===== config.mk =====
export PLATFORM = sky130hd
export DESIGN_NAME = dispatch_ctrl
export DESIGN_NICKNAME = d
export VERILOG_FILES = /design/src/rtl/dispatch_ctrl.sv
export SDC_FILE = /design/constraint.sdc
export NUM_CORES = 1
export LEC_CHECK = 0
export CORE_MARGIN = 2
export CORE_UTILIZATION = 40
export DETAILED_ROUTE_END_ITERATION = 10
export PLACE_DENSITY = 0.8
export SYNTH_ARGS = -nofsm -noshare
export SYNTH_HDL_FRONTEND = slang
export SYNTH_SLANG_ARGS = --single-unit

===== constraint.sdc =====
create_clock -name clk_in -period 3.3 [get_ports clk_in]
set_input_delay 0.33 -clock clk_in [delete_from_list [all_inputs] [get_ports clk_in]]
set_output_delay 0.33 -clock clk_in [all_outputs]
set_load 0.01 [all_outputs]

===== src/rtl/dispatch_ctrl.sv =====
// dispatch_ctrl: single-entry dispatch buffer routing decoded instructions to the RS or the LSB.
// Optional stall counter built only when DISPATCH_PERF_EN is defined.
`default_nettype none
`timescale 1ns/1ps

module dispatch_ctrl #(
  parameter int ROB_IDX_W = 4,
  parameter int CNT_W     = 32
) (
  input  logic                 clk_in,
  input  logic                 rst_n_in,
  input  logic                 rdy_in,
  input  logic                 flush_in,
  input  logic                 dec_valid,
  output logic                 dec_ready,
  input  logic [16:0]          dec_opcode,
  input  logic [4:0]           dec_rd,
  input  logic [4:0]           dec_rs1,
  input  logic [4:0]           dec_rs2,
  input  logic [31:0]          dec_imm,
  input  logic [31:0]          dec_pc,
  input  logic                 rob_full,
  input  logic [ROB_IDX_W-1:0] rob_tag,
  output logic                 rob_alloc,
  input  logic                 rs_full,
  output logic                 rs_valid,
  input  logic                 lsb_full,
  output logic                 lsb_valid,
  output logic [16:0]          disp_opcode,
  output logic [4:0]           disp_rd,
  output logic [4:0]           disp_rs1,
  output logic [4:0]           disp_rs2,
  output logic [31:0]          disp_imm,
  output logic [31:0]          disp_pc,
  output logic [ROB_IDX_W-1:0] disp_tag,
  output logic [CNT_W-1:0]     stall_cnt
);

  localparam logic [0:0] C_IDLE     = 1'b0;
  localparam logic [0:0] C_HOLD     = 1'b1;
  localparam logic [6:0] C_OP_LOAD  = 7'b0000011;
  localparam logic [6:0] C_OP_STORE = 7'b0100011;

  logic [0:0]  state_q, state_d;
  logic [16:0] opcode_q, opcode_d;
  logic [4:0]  rd_q, rd_d, rs1_q, rs1_d, rs2_q, rs2_d;
  logic [31:0] imm_q, imm_d, pc_q, pc_d;

  logic w_hold, w_is_mem, w_tgt_full, w_fire, w_accept;

  assign w_hold     = (state_q == C_HOLD);
  assign w_is_mem   = (opcode_q[6:0] == C_OP_LOAD) || (opcode_q[6:0] == C_OP_STORE);
  // A held instruction only waits on the queue it is headed for.
  assign w_tgt_full = w_is_mem ? lsb_full : rs_full;
  assign w_fire     = rdy_in & ~flush_in & w_hold & ~rob_full & ~w_tgt_full;
  // rst_n_in gates the handshake so nothing is offered while reset is held.
  assign dec_ready  = rst_n_in & rdy_in & ~flush_in & (~w_hold | w_fire);
  assign w_accept   = dec_valid & dec_ready;

  assign rob_alloc  = w_fire;
  assign rs_valid   = w_fire & ~w_is_mem;
  assign lsb_valid  = w_fire & w_is_mem;

  assign disp_opcode = w_hold ? opcode_q : '0;
  assign disp_rd     = w_hold ? rd_q     : '0;
  assign disp_rs1    = w_hold ? rs1_q    : '0;
  assign disp_rs2    = w_hold ? rs2_q    : '0;
  assign disp_imm    = w_hold ? imm_q    : '0;
  assign disp_pc     = w_hold ? pc_q     : '0;
  assign disp_tag    = w_fire ? rob_tag  : '0;

  always_comb begin
    state_d  = state_q;
    opcode_d = opcode_q;
    rd_d     = rd_q;
    rs1_d    = rs1_q;
    rs2_d    = rs2_q;
    imm_d    = imm_q;
    pc_d     = pc_q;
    if (rdy_in) begin
      if (flush_in) begin
        state_d = C_IDLE;
      end else if (w_accept) begin
        state_d  = C_HOLD;
        opcode_d = dec_opcode;
        rd_d     = dec_rd;
        rs1_d    = dec_rs1;
        rs2_d    = dec_rs2;
        imm_d    = dec_imm;
        pc_d     = dec_pc;
      end else if (w_fire) begin
        state_d = C_IDLE;
      end
    end
  end

  always_ff @(posedge clk_in or negedge rst_n_in) begin
    if (!rst_n_in) begin
      state_q  <= C_IDLE;
      opcode_q <= '0;
      rd_q     <= '0;
      rs1_q    <= '0;
      rs2_q    <= '0;
      imm_q    <= '0;
      pc_q     <= '0;
    end else begin
      state_q  <= state_d;
      opcode_q <= opcode_d;
      rd_q     <= rd_d;
      rs1_q    <= rs1_d;
      rs2_q    <= rs2_d;
      imm_q    <= imm_d;
      pc_q     <= pc_d;
    end
  end

`ifdef DISPATCH_PERF_EN
  logic             w_stall_cyc;
  logic [CNT_W-1:0] stall_cnt_q, stall_cnt_d;

  assign w_stall_cyc = rdy_in & ~flush_in & w_hold & ~w_fire;

  // Saturates at all-ones rather than wrapping.
  always_comb begin
    stall_cnt_d = stall_cnt_q;
    if (w_stall_cyc && !(&stall_cnt_q)) begin
      stall_cnt_d = stall_cnt_q + CNT_W'(1);
    end
  end

  always_ff @(posedge clk_in or negedge rst_n_in) begin
    if (!rst_n_in) begin
      stall_cnt_q <= '0;
    end else begin
      stall_cnt_q <= stall_cnt_d;
    end
  end

  assign stall_cnt = stall_cnt_q;
`else
  assign stall_cnt = '0;
`endif

endmodule

`default_nettype wire


* After elaboration in Yosys (flattened, before gate mapping)
Index checks and enable logic that the tools add are counted.
** Operators by class
- Add/sub/neg operators :: 0
- Multiply operators :: 0
- Divide/modulo/power cells :: 0
- Order comparisons :: 0
- Eq/ne operators :: 2
- Shift operators :: 0
- Mux-type cells :: 11
- Bitwise logic cells :: 16
- Reduce and logical (&&, ||, !) cells :: 4
** Operators with widths (count)
- two-way mux 32 bit :: 2
- two-way mux 17 bit :: 1
- two-way mux 5 bit :: 3
- AND 1 bit :: 10
- == test 7 x 2 -> 1 bit (second input constant) :: 1
- == test 7 x 6 -> 1 bit (second input constant) :: 1
- inverter 1 bit :: 5
- two-way mux 1 bit :: 4
- two-way mux 4 bit :: 1
- AND reduction 3 bit :: 1
- nonzero test 3 bit :: 1
- AND reduction 2 bit :: 1
- logical OR 1 bit :: 1
- bitwise OR 1 bit :: 1
** Word-level totals
- Register bits :: 97
- Latch bits :: 0
- Memory bits (writable) :: 0
- Bits in read-only memories :: 0
- Logic and storage cells :: 40
- Memories :: 0

* Depth between registers and ports, before layout
- Depth after elaboration :: 10
- Mapped depth :: 8

* Least setup slack after synthesis
Ideal clock, no wire load.
- Path type :: register to output
- Start point :: register opcode_q[6]
- End point :: output port dec_ready
- Arrival :: 1756 ps
- Path slack :: 1214 ps
- Cell stages (with the launch flop) :: 5
- Buffers on the path :: 0
- Path through :: dfrtp_1 > nor4_2 > a31oi_1 > a211oi_1 > o2111a_1
** On the way
- Longest elaborated chain between the ends :: 7
** RTL lines
- start, declared :: RTL line 45 : logic [16:0] opcode_q, opcode_d;
- start signal, assigned :: RTL line 108 : opcode_q <= opcode_d;
- == test 7 x 2 -> 1 bit or == test 7 x 6 -> 1 bit (tied branches) :: RTL line 52 : assign w_is_mem = (opcode_q[6:0] == C_OP_LOAD) || (opcode_q[6:0] == C_OP_STORE);
- logical OR 1 bit * :: RTL line 52
- two-way mux 1 bit * :: RTL line 54 : assign w_tgt_full = w_is_mem ? lsb_full : rs_full;
- inverter 1 bit * :: RTL line 55 : assign w_fire = rdy_in & ~flush_in & w_hold & ~rob_full & ~w_tgt_full;
- AND 1 bit * :: RTL line 55
- net rob_alloc :: RTL line 24 : output logic rob_alloc,
- bitwise OR 1 bit * :: RTL line 57 : assign dec_ready = rst_n_in & rdy_in & ~flush_in & (~w_hold | w_fire);
- AND 1 bit * :: RTL line 57
- end, declared :: RTL line 15 : output logic dec_ready,
Mark *: on every way through the listed nets, which the timed path passes. The rest lies on a longest branch.

* Worst setup path after layout
- Start point :: register opcode_q[6]
- End point :: output port dec_ready
** On the way
- Longest elaborated chain between the ends :: 7
** RTL lines (RTL line)
- == test 7 x 2 -> 1 bit or == test 7 x 6 -> 1 bit (tied branches) :: 52
- logical OR 1 bit * :: 52
- two-way mux 1 bit * :: 54
- inverter 1 bit * :: 55
- AND 1 bit * :: 55
- bitwise OR 1 bit * :: 57
- AND 1 bit * :: 57
Every way passes the cells marked *; elsewhere a longest branch is shown, timed or not.

==> impl_results.md <==
- Critical path class: reg2out
- Cell Chain, Critical Path: nor4_2, a31oi_1, a211oi_1, buf_4, o2111a_1, clkdlybuf4s50_1
- Placed cells: around 700
- # IOs: 244
- Final setup TNS: 0 ns
- Syn. warnings: 0
- Core ar.: 11,910 um^2
- Top post-synthesis cells by area: dfrtp_1 50%, mux2_2 13%, and2_1 13%
- Fin. max-slew vios: 0
- Gate power share: 0.353
- GRT Resource Usage Total: 0.1809
- WL/cell: between 15 and 20 um
- Largest net degree at the start of global routing: 68
- Starting Density: 0.4053
- Clk sinks: between 90 and 100
- Hold_buf cts: 0
- Setup WS pre-CTS: 0.6549 ns
- Final min period: approximately 2.8 ns
- Fin util: 0.6061
- Total grt overflow: 0
- Critical R2R Capture: imm_q[31]
- Max IR drop VDD: 0.2808 mV
- Clk pin slew, worst setup/hold paths: around 0.060 ns
- Final std cells w/o fill: 724
- Routed WL: roughly 12 mm
- Number of buffers added on ports: between 200 and 250
- Setup Viol. Count Final: 0
- Number of vias per cell: around 4.6
- Antenna Nets Post-Route: 0
- Critical Path RT: 2.97 ns
- CTS tree: done
- R2R depth: 5
- Clock root buffer master: clkbuf_16
- Clock power frac: 0.243
- Area leader, netlist: dfrtp_1
- Max Cap Viol: 0
- Final worst setup slack: about 0.48 ns
- 1st-iter DRT viols: 91
- Pint: 3.256 mW
- Worst-path maximum fanout: 7
- Endpoints failing hold: 0
- Initial antenna violation count: 1
- TritonCTS buffer count: 9
- Post-CTS setup buffer count: 0
- Critical path origin: opcode_q[6]
- Fin nets: about 680
- Multi-input combinational cell area: about 2100 um^2
- HPWL Detailed: between 8 and 9 mm
- Highest clock rate: between 300 and 400 MHz
- Final period util: 0.8559
- H-tree level count: 3
- Cell area after layout: approximately 7200 um^2
- Area after DPL: around 6900 um^2
- Post-CTS sizing: 0
- PD cells: 611.6 nW/um^2
- Switching Fraction: 0.2626
- Worst r2r src: opcode_q[6]
- CP Launch Type: flip-flop
- Leak: approximately 3.2 nW
- Die area: about 13,000 um^2
- Worst path slowest cell: clkdlybuf4s50_1
- Status: complete, no violations
- Commonest cells after routing, fill and taps aside: 210 x clkdlybuf4s50_1, 100 x and2_1, 96 x dfrtp_1
- Synthesized area per cell: 13.23 um^2
- Netlist cell types: 26
- Worst rel slew slack: 0.4387
- Max incr delay on CP: 0.56 ns
- Crit end category: output pin
- Sequential cell area: between 2000 and 2500 um^2
- Switching power total: about 1.2 mW
- Global-route wire length before repair: around 18 mm
- Slew @ Worst Pin: about 0.84 ns
- Final setup skew: between 0.006 and 0.007 ns
- Gate Count Post-Synth: ~370
- Worst Setup EP: dec_ready
- Share of cells above drive strength 1: 0.2101
- Chip width: between 100 and 150 um
- Vias: roughly 3,300
- Routability congestion estimate: about 0.75
- Sequential power share: 0.404
- Sequential area share after synthesis: 0.5029
- Most common cell after layout, fill and taps aside: clkdlybuf4s50_1
- DRC Markers: 0
- Fill count: approximately 970
- Unrepaired setup endpoints after global routing: false
- Synthesis-stage register bit count: 97
- DRT Pass-1 Iters: 4
- Worst-Skew Late Latency: around 0.33 ns
- Via count of the first global-routing pass: approximately 3,600
- Tot Pwr: 4.415 mW
- Post-synthesis cell area: just under 5000 um^2
- Hold/Removal Path Class: in2async
- WP data arrival: around 2.5 ns
- Row cnt: 40
- Worst hold slack: approximately 0.055 ns
- Syn-to-layout area delta: 49.56%
- Reg2reg setup slack: around 0.82 ns
- Yosys top cell area share: 0.5029
- Largest buffer count on any clock path: 2
- Die height: 113.9 um
==> metal layers <==
metal / routed length (um) / track usage
met1: 4506 / 0.2103
met2: 5908 / 0.3130
met4: 256 / 0.06829
met3: 990 / 0.05792
met5: 0 / 0
==> cells by family (layout without fill, tap and decap cells) <==
logic type,after synthesis,count (layout),synth area share
AND/OR/NAND/NOR,108,108,0.1420
flip-flops,97,97,0.5029
multiplexers,96,96,0.2551
buffers and inverters,57,237,0.08865
AO/OA/AOI/OAI,6,6,0.01063
other,1,33,0.0007769
==> Yosys cell counts <==
master,count
clkbuf_1,10
nand2_1,1
buf_8,1
nand3_1,1
o2111a_1,1
conb_1,1
a211oi_1,1
mux2_4,40
inv_1,3
mux2_2,56
dfrtp_1,97
and3_1,1
nor3b_1,1
nor3_1,1
a211o_1,1
buf_6,1
nand4bb_1,1
buf_12,4
o22a_1,1
buf_2,5
a31oi_1,1
buf_4,33
o221ai_1,1
nor4_2,1
and2_1,100
nand4b_1,1
==> cell type report <==
cell class | instances | area share
sequential | 97 | 0.3364
clock inverter | 2 | 0.004853
tap | 147 | 0.02548
inverter | 3 | 0.001560
timing repair buffer | 218 | 0.3029
antenna | 1 | 0.0003466
clock buffer | 14 | 0.03795
multi-input combinational | 242 | 0.2905
==> worst max-delay path: cells and delay by family (launching register included) <==
kind / cells / cell delay (ns)
AO/OA/AOI/OAI: 3 / 0.58
buffers and inverters: 2 / 0.75
flip-flops: 1 / 0.40
AND/OR/NAND/NOR: 1 / 0.42
==> state kept, by name (all words and copies together) (netlist names) <==
name	cells
rs2_q	5
pc_q	32
imm_q	32
rs1_q	5
rd_q	5
opcode_q	17
state_q	1
==> worst min path at each step <==
stage / startpoint / endpoint / slack (ns) / depth (start not counted)
2_1_floorplan: rst_n_in / imm_q[0] / 0.03 / 0
3_3_place_gp: rst_n_in / opcode_q[1] / 0.42 / 2
3_5_place_dp: rst_n_in / opcode_q[1] / 0.42 / 2
4_1_cts: rst_n_in / pc_q[5] / 0.06 / 2
5_1_grt: rst_n_in / rs1_q[0] / 0.09 / 2
6_report: rst_n_in / opcode_q[1] / 0.06 / 2
==> power groups by stage <==
stage	Clock [mW]	Sequential (mW)	Combinational (mW)
global route	1.14	1.84	1.68
global placement	0	1.77	1.54
CTS	1.10	1.79	1.58
detailed placement	0	1.80	1.57
floorplan	0	1.72	0.873
finish	1.07	1.78	1.56
No activity file was read; power rests on OpenSTA's default activity.
